===== src/rtl/pcie_dllp_tx_gen.sv =====
// -----------------------------------------------------------------------------
// pcie_dllp_tx_gen
//
// Builds 6-byte PCIe DLLPs (Ack, Nak, InitFC1, InitFC2, UpdateFC) and presents
// them to the downstream TX mux through a single valid/ready output register.
//
// Pending Ack/Nak requests and per-channel UpdateFC requests are tracked
// internally. One DLLP is selected per free output slot with fixed priority
// Nak > Ack > FC. FC DLLPs rotate over the channels round-robin. The CRC16 is
// computed combinationally on the selected DLLP before it is loaded.
//
// Ports
//   clk, rst_n        clock, asynchronous active-low reset
//   ack_req_i         request an Ack carrying acknak_seq_i
//   nak_req_i         request a Nak carrying acknak_seq_i (wins over Ack)
//   acknak_seq_i      sequence number for Ack/Nak
//   fc_phase_i        0 inactive, 1 InitFC1, 2 InitFC2, 3 FC active
//   hdr_credit_i      header credits, channel k at [k*HDR_FC_BITS +: HDR_FC_BITS]
//   data_credit_i     data credits, channel k at [k*DATA_FC_BITS +: DATA_FC_BITS]
//   credit_upd_i      per-channel pulse requesting an UpdateFC
//   dllp_valid_o      output register holds a DLLP
//   dllp_data_o       [7:0] byte0 (type) .. [31:24] byte3,
//                     [39:32] byte4 and [47:40] byte5 (the CRC16 bytes)
//   dllp_ready_i      downstream accepts when valid & ready
//   acknak_sent_o     high in the accept cycle of an Ack or Nak
// -----------------------------------------------------------------------------
module pcie_dllp_tx_gen #(
  parameter int unsigned SEQ_BITS     = 12,
  parameter int unsigned FC_CH        = 3,
  parameter int unsigned HDR_FC_BITS  = 8,
  parameter int unsigned DATA_FC_BITS = 12,
  parameter logic [1:0]  HDR_SCALE    = 2'b00,
  parameter logic [1:0]  DATA_SCALE   = 2'b00,
  parameter logic [2:0]  VC_ID        = 3'd0,
  parameter int unsigned UPDFC_TIMER  = 1024
) (
  input  logic                           clk,
  input  logic                           rst_n,
  input  logic                           ack_req_i,
  input  logic                           nak_req_i,
  input  logic [SEQ_BITS-1:0]            acknak_seq_i,
  input  logic [1:0]                     fc_phase_i,
  input  logic [FC_CH*HDR_FC_BITS-1:0]   hdr_credit_i,
  input  logic [FC_CH*DATA_FC_BITS-1:0]  data_credit_i,
  input  logic [FC_CH-1:0]               credit_upd_i,
  output logic                           dllp_valid_o,
  output logic [47:0]                    dllp_data_o,
  input  logic                           dllp_ready_i,
  output logic                           acknak_sent_o
);

  localparam int TMR_W = (UPDFC_TIMER > 1) ? $clog2(UPDFC_TIMER) : 1;
  localparam int RR_W  = (FC_CH > 1) ? $clog2(FC_CH) : 1;
  localparam logic [TMR_W-1:0] TMR_LAST = TMR_W'(UPDFC_TIMER - 1);

  typedef enum logic [1:0] {
    PH_INACTIVE = 2'd0,
    PH_INIT1    = 2'd1,
    PH_INIT2    = 2'd2,
    PH_ACTIVE   = 2'd3
  } phase_e;

  typedef enum logic [2:0] {
    K_NONE,
    K_ACK,
    K_NAK,
    K_INITFC1,
    K_INITFC2,
    K_UPDFC
  } dllp_kind_e;

  // ---------------------------------------------------------------------------
  // CRC16 over bytes 0..3: poly 0x100B, seed 0xFFFF, byte0 bit0 shifted first.
  // The remainder is complemented and bit-reversed within each byte:
  // byte4[7:0] = ~crc[8..15], byte5[7:0] = ~crc[0..7]. Returns {byte5, byte4}.
  // ---------------------------------------------------------------------------
  function automatic logic [15:0] dllp_crc16(input logic [31:0] dw);
    logic [15:0] lfsr;
    logic [15:0] res;
    logic        fb;
    lfsr = 16'hFFFF;
    res  = '0;
    for (int i = 0; i < 32; i++) begin
      fb   = dw[i] ^ lfsr[15];
      lfsr = {lfsr[14:0], 1'b0} ^ (fb ? 16'h100B : 16'h0000);
    end
    for (int b = 0; b < 8; b++) begin
      res[b]     = ~lfsr[15-b];
      res[8 + b] = ~lfsr[7-b];
    end
    return res;
  endfunction

  // State
  logic                 r_valid;
  logic [47:0]          r_data;
  logic                 r_is_acknak;
  logic                 r_ack_pend;
  logic [SEQ_BITS-1:0]  r_ack_seq;
  logic                 r_nak_pend;
  logic [SEQ_BITS-1:0]  r_nak_seq;
  logic [FC_CH-1:0]     r_upd_pend;
  logic [TMR_W-1:0]     r_timer;
  logic [RR_W-1:0]      r_rr;      // next channel to consider for FC DLLPs

  // Combinational
  phase_e               w_phase;
  logic                 w_ack_new;
  logic                 w_nak_eff;
  logic                 w_ack_eff;
  logic [SEQ_BITS-1:0]  w_nak_seq;
  logic [SEQ_BITS-1:0]  w_ack_seq;
  logic                 w_upd_found;
  logic [RR_W-1:0]      w_upd_ch;
  dllp_kind_e           w_kind;
  logic [RR_W-1:0]      w_ch;
  logic                 w_load;
  logic                 w_expire;
  logic [FC_CH-1:0]     w_upd_clr;
  logic [7:0]           w_hdr8;
  logic [11:0]          w_data12;
  logic [11:0]          w_seq12;
  logic [7:0]           w_byte0;
  logic [7:0]           w_byte1;
  logic [7:0]           w_byte2;
  logic [7:0]           w_byte3;
  logic [31:0]          w_dw;
  logic [15:0]          w_crc;

  assign w_phase = phase_e'(fc_phase_i);

  // A request seen this cycle competes immediately, so a request at cycle N
  // with a free output register is visible at N+1. Nak and Ack in the same
  // cycle keep only the Nak.
  assign w_ack_new = ack_req_i & ~nak_req_i;
  assign w_nak_eff = r_nak_pend | nak_req_i;
  assign w_ack_eff = r_ack_pend | w_ack_new;
  assign w_nak_seq = nak_req_i ? acknak_seq_i : r_nak_seq;
  assign w_ack_seq = w_ack_new ? acknak_seq_i : r_ack_seq;

  assign w_expire = (w_phase == PH_ACTIVE) && (r_timer == TMR_LAST);

  // Round-robin search of pending UpdateFC channels, starting at r_rr.
  always_comb begin : upd_search
    int idx;
    // NOTE: every signal driven here gets a default first so no latch is inferred.
    w_upd_found = 1'b0;
    w_upd_ch    = '0;
    idx         = 0;
    for (int i = 0; i < int'(FC_CH); i++) begin
      idx = int'(r_rr) + i;
      if (idx >= int'(FC_CH)) idx = idx - int'(FC_CH);
      if (!w_upd_found && r_upd_pend[idx]) begin
        w_upd_found = 1'b1;
        w_upd_ch    = RR_W'(idx);
      end
    end
  end

  // Arbitration: Nak > Ack > FC. Nothing new is issued in the inactive phase.
  always_comb begin
    w_kind = K_NONE;
    w_ch   = r_rr;
    if (w_phase != PH_INACTIVE) begin
      if (w_nak_eff) begin
        w_kind = K_NAK;
      end else if (w_ack_eff) begin
        w_kind = K_ACK;
      end else if (w_phase == PH_INIT1) begin
        w_kind = K_INITFC1;
      end else if (w_phase == PH_INIT2) begin
        w_kind = K_INITFC2;
      end else if (w_upd_found) begin
        w_kind = K_UPDFC;
        w_ch   = w_upd_ch;
      end
    end
  end

  assign w_load = (!r_valid || dllp_ready_i) && (w_kind != K_NONE);

  always_comb begin
    w_upd_clr = '0;
    if (w_load && (w_kind == K_UPDFC)) w_upd_clr[w_ch] = 1'b1;
  end

  // Credits of the selected channel, zero-extended to the DLLP field widths.
  always_comb begin
    w_hdr8   = '0;
    w_data12 = '0;
    for (int k = 0; k < int'(FC_CH); k++) begin
      if (int'(w_ch) == k) begin
        w_hdr8   = 8'(hdr_credit_i[k*HDR_FC_BITS +: HDR_FC_BITS]);
        w_data12 = 12'(data_credit_i[k*DATA_FC_BITS +: DATA_FC_BITS]);
      end
    end
  end

  // DLLP body assembly.
  always_comb begin
    w_seq12 = (w_kind == K_NAK) ? 12'(w_nak_seq) : 12'(w_ack_seq);
    w_byte0 = 8'h00;
    w_byte1 = {HDR_SCALE, w_hdr8[7:2]};
    w_byte2 = {w_hdr8[1:0], DATA_SCALE, w_data12[11:8]};
    w_byte3 = w_data12[7:0];
    case (w_kind)
      K_ACK, K_NAK: begin
        w_byte0 = (w_kind == K_NAK) ? 8'h10 : 8'h00;
        w_byte1 = 8'h00;
        w_byte2 = {4'b0000, w_seq12[11:8]};
        w_byte3 = w_seq12[7:0];
      end
      K_INITFC1: w_byte0 = {2'b01, 2'(w_ch), 1'b0, VC_ID};
      K_INITFC2: w_byte0 = {2'b11, 2'(w_ch), 1'b0, VC_ID};
      K_UPDFC:   w_byte0 = {2'b10, 2'(w_ch), 1'b0, VC_ID};
      default:   w_byte0 = 8'h00;
    endcase
    w_dw  = {w_byte3, w_byte2, w_byte1, w_byte0};
    w_crc = dllp_crc16(w_dw);
  end

  // Pending request tracking, UpdateFC timer and round-robin pointer.
  always_ff @(posedge clk or negedge rst_n) begin
    // NOTE: all state here is a handful of control flops, so every one is reset.
    if (!rst_n) begin
      r_ack_pend <= 1'b0;
      r_ack_seq  <= '0;
      r_nak_pend <= 1'b0;
      r_nak_seq  <= '0;
      r_upd_pend <= '0;
      r_timer    <= '0;
      r_rr       <= '0;
    end else begin
      // NOTE: sequential state uses non-blocking assignments only.
      if (nak_req_i) r_nak_seq <= acknak_seq_i;
      if (w_ack_new) r_ack_seq <= acknak_seq_i;

      if (w_phase == PH_INACTIVE) begin
        r_ack_pend <= 1'b0;
        r_nak_pend <= 1'b0;
        r_upd_pend <= '0;
      end else begin
        r_nak_pend <= w_nak_eff & ~(w_load && (w_kind == K_NAK));
        // A loaded Nak supersedes an older pending Ack.
        r_ack_pend <= (w_ack_new | (r_ack_pend & ~(w_load && (w_kind == K_NAK))))
                      & ~(w_load && (w_kind == K_ACK));
        // Set wins over the clear of a channel loaded in the same cycle.
        r_upd_pend <= (r_upd_pend & ~w_upd_clr) | credit_upd_i
                      | (w_expire ? {FC_CH{1'b1}} : {FC_CH{1'b0}});
      end

      if (w_phase != PH_ACTIVE || w_expire) r_timer <= '0;
      else                                  r_timer <= r_timer + 1'b1;

      if (w_load && (w_kind == K_INITFC1 || w_kind == K_INITFC2 || w_kind == K_UPDFC)) begin
        if (int'(w_ch) == int'(FC_CH) - 1) r_rr <= '0;
        else                               r_rr <= RR_W'(int'(w_ch) + 1);
      end
    end
  end

  // Output register: loads when empty or drained this cycle, holds otherwise.
  always_ff @(posedge clk or negedge rst_n) begin
    if (!rst_n) begin
      r_valid     <= 1'b0;
      r_data      <= '0;
      r_is_acknak <= 1'b0;
    end else if (w_load) begin
      r_valid     <= 1'b1;
      r_data      <= {w_crc, w_dw};
      r_is_acknak <= (w_kind == K_ACK) || (w_kind == K_NAK);
    end else if (dllp_ready_i) begin
      r_valid     <= 1'b0;
    end
  end

  assign dllp_valid_o  = r_valid;
  assign dllp_data_o   = r_data;
  assign acknak_sent_o = r_valid & dllp_ready_i & r_is_acknak;

endmodule


===== config.mk =====
export PLATFORM = sky130hd
export DESIGN_NAME = pcie_dllp_tx_gen
export DESIGN_NICKNAME = d
export VERILOG_FILES = /design/src/rtl/pcie_dllp_tx_gen.sv
export SDC_FILE = /design/constraint.sdc
export NUM_CORES = 1
export LEC_CHECK = 0
export CORE_ASPECT_RATIO = 2
export CORE_UTILIZATION = 46
export CTS_BUF_LIST = sky130_fd_sc_hd__clkbuf_16
export CTS_CLUSTER_DIAMETER = 30
export CTS_CLUSTER_SIZE = 30
export DETAILED_ROUTE_END_ITERATION = 6
export PLACE_DENSITY = 0.78
export REMOVE_ABC_BUFFERS = 1
export SYNTH_ARGS = -nofsm -noshare
export SYNTH_HDL_FRONTEND = slang
export SYNTH_SLANG_ARGS = --single-unit

===== constraint.sdc =====
create_clock -name clk -period 4.8 [get_ports clk]
set_clock_uncertainty 0.2 [all_clocks]
set_input_delay 0.96 -clock clk [delete_from_list [all_inputs] [get_ports clk]]
set_output_delay 0.96 -clock clk [all_outputs]
set_load 0.005 [all_outputs]

Word level (Yosys, flattened, before mapping)

Cells that the tools add are included.

Output and inout port bits: 50
Input port bits: 82
Logic and storage cells: 242
Register bits after elaboration: 91

Reduce and logical (&&, ||, !) cells: 23
Order comparisons: 8
Multiplexer cells: 87
$add $sub $neg: 7
Bitwise logic cells: 95
Equality and inequality tests: 12

Operators with widths:

| cell                                                                          | number |
|---|---|
| 16-bit by 13-bit bitwise XOR with 16-bit output                               | 31 |
| 13-bit 2-to-1 mux                                                             | 32 |
| 32-bit by 4-bit less-than comparator with 1-bit output, second input constant | 3 |
| 32-bit 2-to-1 mux                                                             | 3 |
| 12-bit 2-to-1 mux                                                             | 6 |
| 8-bit 2-to-1 mux                                                              | 5 |
| 8-bit case mux with 4 select lines                                            | 1 |
| 1-bit bitwise XOR                                                             | 29 |
| 3-bit 2-to-1 mux                                                              | 9 |
| 2-bit 2-to-1 mux                                                              | 10 |
| 1-bit inverter                                                                | 19 |
| 12-bit inverter with 15-bit output                                            | 1 |
| 1-bit 2-to-1 mux                                                              | 14 |
| 10-bit by 1-bit adder with 10-bit output, second input constant               | 1 |
| 10-bit == test, second input constant                                         | 1 |
| 10-bit 2-to-1 mux                                                             | 1 |
| 1-bit logical AND                                                             | 9 |
| 2-bit == test, second input constant                                          | 4 |
| 3-bit by 2-bit subtractor with 4-bit output, second input constant            | 2 |
| 1-bit AND                                                                     | 6 |
| 1-bit binary-select mux with 2-bit select                                     | 3 |
| 3-bit by 2-bit == test with 1-bit output, second input constant               | 2 |
| 3-bit == test, second input constant                                          | 2 |
| 3-bit by 2-bit >= comparator with 1-bit output, second input constant         | 2 |
| other kinds (24)                                                              | 36 |

Logic depth before layout (Yosys ltp)

Gate-level depths: netlist (run 1).

Depth after elaboration: 117
Mapped depth: 17
Mapped depth without buffers: 15

Worst setup path after synthesis (run 1)

Ideal clock, no wire load.

Kind: input port to flip-flop
From: in fc_phase_i[1]
To: reg r_data[44] (netlist: dllp_data_o[44])
Setup slack: -0.455 ns
Data required time: 4.523 ns
Setup time: 0.077 ns
Buffers on the path: 3
Stages: 16
Data arrival time: 4.978 ns
Cell sequence: buf_2 -> and2_1 -> clkbuf_1 -> and2_2 -> a221o_1 -> buf_6 -> nand3_4 -> mux2_4 -> a22oi_1 -> mux2_2 -> o21ai_4 -> xnor3_2 -> xnor3_2 -> xor2_4 -> xnor3_1 -> o21ai_1

Longest elaborated chain between the ends: 57
Elaborated cells on any way between the ends: 126
Those cells by class: 9 x eq/ne; 51 x mux; 61 x bitwise; 5 x reduce/logical

Ends and longest elaborated chain:

| what                                                                                                 | line          | source |
|---|---|---|
| from (decl)                                                                                          | 42            | `input logic [1:0] fc_phase_i,` |
| 2-bit == test                                                                                        | 171           | `end else if (w_phase == PH_INIT2) begin` |
| 3-bit 2-to-1 mux                                                                                     | 171           |  |
| 3-bit 2-to-1 mux                                                                                     | 169           | `end else if (w_phase == PH_INIT1) begin` |
| 3-bit 2-to-1 mux                                                                                     | 167           | `end else if (w_ack_eff) begin` |
| 3-bit 2-to-1 mux                                                                                     | 165           | `if (w_nak_eff) begin` |
| 3-bit 2-to-1 mux                                                                                     | 164           | `if (w_phase != PH_INACTIVE) begin` |
| 3-bit by 2-bit == test with 1-bit output or 3-bit by 1-bit == test with 1-bit output (tied branches) | 201, 206, 208 |  |
| 2-bit OR reduction                                                                                   | 206           | `case (w_kind)` |
| (+37 left out)                                                                                       | -             |  |
| 1-bit bitwise XOR or 13-bit 2-to-1 mux (tied branches)                                               | 84, 85        |  |
| 13-bit 2-to-1 mux or 16-bit by 13-bit bitwise XOR with 16-bit output (tied branches)                 | 85            | `lfsr = {lfsr[14:0], 1'b0} ^ (fb ? 16'h100B : 16'h0000);` |
| 16-bit by 13-bit bitwise XOR with 16-bit output (3 in a row)                                         | 85            |  |
| 16-bit by 13-bit bitwise XOR with 16-bit output or 1-bit bitwise XOR (tied branches)                 | 85, 84        |  |
| 1-bit bitwise XOR or 13-bit 2-to-1 mux (tied branches)                                               | 84, 85        |  |
| 13-bit 2-to-1 mux or 16-bit by 13-bit bitwise XOR with 16-bit output (tied branches)                 | 85            |  |
| 16-bit by 13-bit bitwise XOR with 16-bit output (3 in a row)                                         | 85            |  |
| 1-bit inverter                                                                                       | 89            | `res[8 + b] = ~lfsr[7-b];` |
| to (signal assigned)                                                                                 | 270           | `r_data <= {w_crc, w_dw};` |
| to (decl)                                                                                            | 96            | `logic [47:0] r_data;` |

Parallel ways exist; a longest one is shown, timed or not.
A chain may end at the register's enable or synchronous reset.

Final worst setup path (run 1)

From: in nak_req_i
To: reg r_data[41] (netlist: dllp_data_o[41])

Longest elaborated chain between the ends: 57
Elaborated cells on any way between the ends: 119
Those cells by class: 7 x eq/ne; 46 x mux; 62 x bitwise; 4 x reduce/logical

Ends and longest elaborated chain:

| what                                                                                                 | line          | source |
|---|---|---|
| from (decl)                                                                                          | 40            | `input logic nak_req_i,` |
| 1-bit inverter                                                                                       | 135           | `assign w_ack_new = ack_req_i & ~nak_req_i;` |
| 1-bit AND                                                                                            | 135           |  |
| 1-bit OR                                                                                             | 137           | `assign w_ack_eff = r_ack_pend \| w_ack_new;` |
| 3-bit 2-to-1 mux                                                                                     | 167           |  |
| 3-bit 2-to-1 mux                                                                                     | 165           |  |
| 3-bit 2-to-1 mux                                                                                     | 164           |  |
| 3-bit by 2-bit == test with 1-bit output or 3-bit by 1-bit == test with 1-bit output (tied branches) | 201, 206, 208 |  |
| 2-bit OR reduction                                                                                   | 206           |  |
| (+32 left out)                                                                                       | -             |  |
| 16-bit by 13-bit bitwise XOR with 16-bit output (4 in a row)                                         | 85            |  |
| 1-bit bitwise XOR                                                                                    | 84            | `fb = dw[i] ^ lfsr[15];` |
| 13-bit 2-to-1 mux                                                                                    | 85            |  |
| 16-bit by 13-bit bitwise XOR with 16-bit output (4 in a row)                                         | 85            |  |
| 1-bit bitwise XOR                                                                                    | 84            |  |
| 13-bit 2-to-1 mux                                                                                    | 85            |  |
| 16-bit by 13-bit bitwise XOR with 16-bit output (4 in a row)                                         | 85            |  |
| 1-bit inverter                                                                                       | 89            |  |

Parallel ways exist; a longest one is shown, timed or not.

==> results.json, run 1 <==
{
  "num_rows": 56,
  "top_usage_layer": "met2",
  "ys.flop_type": "dfrtp_1",
  "multi_input_area_mm2": 0.00369,
  "hold_viol": 0,
  "rsz0062_at_grt": "true",
  "vias": 5729,
  "htree_levels": 3,
  "drive_gt1_frac": 0.351,
  "synth-seq-area-share": 0.378,
  "yosysWarnings": 0,
  "hold_class": "flop to flop",
  "grt_max_degree": 84,
  "use_met3": 0.0536,
  "clock_latency_ps": 350,
  "power_frac_clock": 0.083,
  "vias_per_cell": 5.91,
  "routedWlPerCell_um": 22.0,
  "power_mw": 9.38,
  "fin_crit_ps": 4950,
  "drv_slew": 0,
  "ys_top_cells_by_area": "dfrtp_1 38%, xnor2_1 7.3%, mux2_2 6.6%",
  "synth_edf_count": 0,
  "fillers": 692,
  "slowest_delay_ps": 590,
  "ys_seq_elements": 83,
  "fmax_mhz": 202,
  "design.die.area_mm2": 0.0124,
  "synth_top_area_cell": "dfrtp_1",
  "instances_no_fill": 969,
  "routed_wirelength_um": 21300,
  "synthAdderAreaFrac": 0.00911,
  "clk_path_buf_depth": 2,
  "grt_pass1_wl_um": 29400,
  "grt_overflow": 0,
  "synth-compound-area-share": 0.180,
  "async_reset_ff_frac": 1.00,
  "drtPass1Iterations": 6,
  "cts-buffers-inserted": 9,
  "post_dp_cell_area_mm2": 0.00765,
  "critical-path-top-delay-family": "compound AO/OA/AOI/OAI gates",
  "crit_fanout": 6,
  "startpoint_type": "input pin",
  "maxCapViolCount": 0,
  "fp.dieH_um": 157,
  "ctsHoldBuffers": 0,
  "dp.final_hpwl_um": 13800,
  "synth.most_common_cell": "dfrtp_1",
  "num_antenna_cells": 0,
  "synth_top_area_share": 0.378,
  "violations": "setup timing",
  "initial_core_util": 0.469,
  "placed_cells": 916,
  "crit_chain": "buf_2, nor4_4, buf_4, o311a_4, a22oi_2, a221o_1, buf_12, buf_4, buf_4, nor4b_2, a211oi_2, o21ai_4, xnor3_2, xnor3_2, buf_6, xor2_2, and2_1, o31ai_2",
  "swShare": 0.409,
  "path_clk_slew_ps": 60,
  "crit_top_cell": "buf_4",
  "crit_type": "input pin to flop",
  "grtUsageTotal": 0.324,
  "worst_pin_slew_ps": 1090,
  "cpMaxStageDelayCell": "nor4b_2",
  "place.gp.congestion": 0.958,
  "use_met2": 0.599,
  "root_buffer": "clkbuf_16",
  "cts_tree": "done",
  "end_kind": "flop",
  "grt_pass1_vias": 5789,
  "synth_xor_area_frac": 0.162,
  "power.switching_mw": 3.83,
  "status": "finished, violations left",
  "coreArea_mm2": 0.0117,
  "yosysUniqueCellTypes": 70,
  "cts.sinks": 83,
  "syn-mean-instance-area_um2": 9.82,
  "finalSetupViolations": 8,
  "ys_top_cells_by_count": "83 x dfrtp_1, 72 x nand2_1, 46 x xnor2_1, 41 x o21ai_0, 33 x nor2_1",
  "regArea_mm2": 0.00208,
  "die_w_um": 79.3,
  "finalWorstSetupSlack_ps": -154,
  "io_buffers": 123,
  "synth_top_family_by_area": "compound AO/OA/AOI/OAI gates",
  "synthesis.area_mm2": 0.00549,
  "drtAntennaViolNets": 0,
  "powerDensity_mw_per_mm2": 1070,
  "fin_nets": 905,
  "grt_antenna_before_repair": 0,
  "synth.area.mux_share": 0.0850,
  "use_met1": 0.300,
  "synth_cells": 559,
  "seqPwrFrac": 0.113,
  "slew_headroom": 0.276,
  "arrival_ps": 5000,
  "power.internal_mw": 5.54,
  "drc": 0,
  "area_growth_pct": 60.1,
  "path_buf_inv": 6,
  "peakVddDrop_mv": 1.23,
  "drt-initial-drc-count": 519,
  "p_comb_frac": 0.803,
  "fin_area_mm2": 0.00879,
  "synth-simple-area-share": 0.143,
  "leakage_nw": 3.87,
  "critical_path_required_ps": 4850,
  "post-route-period-util": 1.03,
  "ios": 132
}
[metal layers]
metal / vias to the layer above / part of all wire
li1: 2485 / -
met1: 2793 / 0.32
met2: 321 / 0.54
met3: 130 / 0.053
met4: 0 / 0.090
met5: - / 0
[power groups by stage]
| stage | registers [mW] | logic [mW] | clock network [mW] |
|---|---|---|---|
| after floorplan | 1.05 | 3.89 | 0 |
| final | 1.06 | 7.53 | 0.780 |
| after CTS | 1.05 | 6.52 | 0.778 |
| after global routing | 1.08 | 7.98 | 0.811 |
| after global placement | 1.05 | 5.85 | 0 |
| after detailed placement | 1.06 | 6.03 | 0 |
[final timing paths]
kind                       slack [ps]  depth (start not counted)                     from                     endpoint
max in group asynchronous        3020                          1                    rst_n          r_rr[1]$_DFFE_PN0P_
min reg2reg                       290                          2  r_ack_seq[10]$_DFF_PN0_      r_ack_seq[10]$_DFF_PN0_
max                              -150                         18                nak_req_i  dllp_data_o[41]$_DFFE_PN0P_
min                               290                          2  r_ack_seq[10]$_DFF_PN0_      r_ack_seq[10]$_DFF_PN0_
max reg2reg                      -130                         18      r_rr[0]$_DFFE_PN0P_  dllp_data_o[41]$_DFFE_PN0P_
min in group asynchronous         610                          1                    rst_n       r_ack_seq[6]$_DFF_PN0_
[repair_timing]
action | 4_1_cts | 5_1_grt
resized for setup | 46 | 69
pin swaps | 23 | 41
setup buffers | 20 | 18
setup endpoints to repair | 16 | 16
[cell usage in the layout, fill, tap and decap left out, drive strengths merged, types with 6 or more instances in the layout]
master         count
a21oi             18
a221o              6
and2               6
and3               9
buf              155
clkbuf             9
clkdlybuf4s50    118
conb               8
dfrtp             83
inv               15
mux2              36
nand2             73
nand2b             8
nand3              9
nand4              8
nor2              33
o21ai             52
o31ai             11
xnor2             47
xnor3             10
xor2              25
[sequential cells by signal, indices dropped and copies added, names as in the netlist, 2 cells and up]
register and flops:
dllp_data_o 40, r_rr 2, r_timer 10, r_ack_seq 12
r_upd_pend 3, r_nak_seq 12
[worst min-delay path: stages, from the launching register on]
cell and delay (ps):
dfrtp_1 320, mux2i_1 80, inv_1 50
[logic make-up after synthesis]
group | Yosys count
xor+xnor | 82
compound gates | 140
flops | 83
simple gates | 163
mux | 41
other cells | 1
fa+ha+maj | 4
buf+inv | 45
[through the flow]
stage,setup TNS [ps],util,worst slack [ps],hold slack (ps)
5_1_grt,-1370,0.751,-192,307
3_5_place_dp,-11500,0.654,-827,266
4_1_cts,0,0.713,12.5,282
6_report,-555,0.751,-154,287
3_3_place_gp,-10010,0.654,-744,261
2_1_floorplan,-43110,-,-1290,247
[cell type report]
class | instances | share of cell area
inverter | 11 | 0.00470
tap | 145 | 0.0206
timing repair buffer | 276 | 0.281
clock buffer | 9 | 0.0256
multi-input combinational | 438 | 0.420
clock inverter | 7 | 0.0114
sequential | 83 | 0.236
Power figures use the tool's default switching activity.
==> inputs of run 2 (changes only) <==
CAP_MARGIN = 20   (was not set)
GPL_TIMING_DRIVEN = 0   (was not set)
==> run 2 against run 1 <==
The run still ends with setup timing left. Routed wire length fell by 7.9%. Register-to-register slack got worse by 30 ps. First-iteration DRC count fell by 19%. Cell count fell by 8.4%. Clock-buffer cell count did not move. Flip-flop and latch count did not move. Non-clock buffer count fell by 83. Cell area fell by 7.2%. Die area did not move.
==> results.json, run 2 (synthesized netlist as in run 1, its figures left out) <==
{
  "grt_pass1_vias": 5258,
  "fillers": 777,
  "placed_cells": 804,
  "fp.dieH_um": 157,
  "cts.sinks": 83,
  "root_buffer": "clkbuf_16",
  "vias": 5407,
  "hold_viol": 0,
  "use_met3": 0.0472,
  "final_core_util": 0.697,
  "use_met1": 0.289,
  "cts-buffers-inserted": 9,
  "design.die.area_mm2": 0.0124,
  "initial_core_util": 0.469,
  "status": "finished, violations left",
  "htree_levels": 3,
  "grt_max_degree": 53,
  "dp.final_hpwl_um": 11800,
  "critical_path_required_ps": 4790,
  "coreArea_mm2": 0.0117,
  "clock_latency_ps": 350,
  "routed_wirelength_um": 19700,
  "drive_gt1_frac": 0.284,
  "instances_no_fill": 888,
  "layout_commonest_cell": "clkdlybuf4s50_1",
  "fin_tns_setup_ps": -1150,
  "fin_nets": 824,
  "use_met2": 0.526,
  "grt_overflow": 0,
  "num_rows": 56,
  "largest_reg_flops": 40,
  "top_usage_layer": "met2",
  "cts_tree": "done",
  "end_kind": "flop",
  "drtPass1Iterations": 5,
  "violations": "setup timing",
  "drtAntennaViolNets": 0,
  "maxCapViolCount": 0,
  "grtUsageTotal": 0.285,
  "crit_fanout": 5,
  "drv_slew": 0,
  "arrival_ps": 4940,
  "place.gp.congestion": 0.902,
  "final_cell_mix": "118 x clkdlybuf4s50_1, 81 x dfrtp_1, 71 x nand2_1",
  "ctsHoldBuffers": 0,
  "fin_crit_ps": 4960,
  "regArea_mm2": 0.00208,
  "grt_antenna_before_repair": 0,
  "finalSetupViolations": 12,
  "grt_pass1_wl_um": 26600,
  "worst_pin_slew_ps": 1060,
  "crit_type": "flop to flop",
  "startpoint_type": "flop",
  "hold_class": "flop to flop",
  "clk_path_buf_depth": 2,
  "die_w_um": 79.3,
  "area_growth_pct": 48.5,
  "drt-initial-drc-count": 421,
  "drc": 0,
  "io_buffers": 123,
  "rsz0062_at_grt": "true",
  "finalWorstSetupSlack_ps": -159,
  "num_antenna_cells": 0,
  "routedWlPerCell_um": 22.1,
  "ios": 132,
  "post-route-period-util": 1.03,
  "slew_headroom": 0.288,
  "vias_per_cell": 6.09,
  "path_clk_slew_ps": 60,
  "multi_input_area_mm2": 0.00372,
  "fmax_mhz": 202
}
run 2: critical path, stage by stage (launching register included):
cell	delay (ps)
dfrtp_2	420
inv_2	90
ha_2	210
mux2_4	300
mux2_4	320
a22oi_2	360
buf_4	180
a221o_1	260
buf_4	170
a21oi_2	50
a21o_1	230
mux2_4	330
o21ai_4	180
buf_6	130
buf_6	120
xor2_4	240
xnor2_4	160
xnor3_2	550
xnor2_2	190
o21ai_1	90
run 2: area by class of cell:
type,count,area share
Clock buffer,9,0.0276
Clock inverter,7,0.00614
Inverter,11,0.00506
Multi-Input combinational cell,440,0.457
Sequential cell,83,0.255
Tap cell,145,0.0222
Timing Repair Buffer,193,0.227
run 2: final timing paths:
path	from	end	slack, ps	depth (start not counted)
hold reg to reg	dllp_data_o[27]$_DFFE_PN0P_	dllp_data_o[27]$_DFFE_PN0P_	280	2
min in group asynchronous	rst_n	r_ack_seq[0]$_DFF_PN0_	340	1
hold / removal	dllp_data_o[27]$_DFFE_PN0P_	dllp_data_o[27]$_DFFE_PN0P_	280	2
setup / recovery	r_rr[0]$_DFFE_PN0P_	dllp_data_o[46]$_DFFE_PN0P_	-160	19
max in group asynchronous	rst_n	r_rr[1]$_DFFE_PN0P_	3430	2
setup reg to reg	r_rr[0]$_DFFE_PN0P_	dllp_data_o[46]$_DFFE_PN0P_	-160	19
run 2: what timing repair did:
action,4_1_cts,5_1_grt
resized for setup,74,50
pin swaps,27,24
gates cloned,2,1
buffers inserted,37,28
setup endpoints to repair,31,15
endpoints found under the hold margin,0,0
run 2: per-stage QoR:
stage	setup WS (ps)	hold slack (ps)	instance area [µm²]
global placement	-4130	262	6750
finish	-159	285	8150
detailed placement	-2430	268	6830
CTS	-8.17	285	7700
floorplan	-1290	247	5330
global route	-303	306	8150
run 2: per-layer routing:
layer	wire length, µm	vias up
met3	1210	121
met5	0	-
li1	-	2322
met1	6470	2621
met4	1540	0
met2	10400	343
Power of run 2 is not shown: default switching activity piles up to over one toggle a cycle in this logic, so the estimate is an artifact.
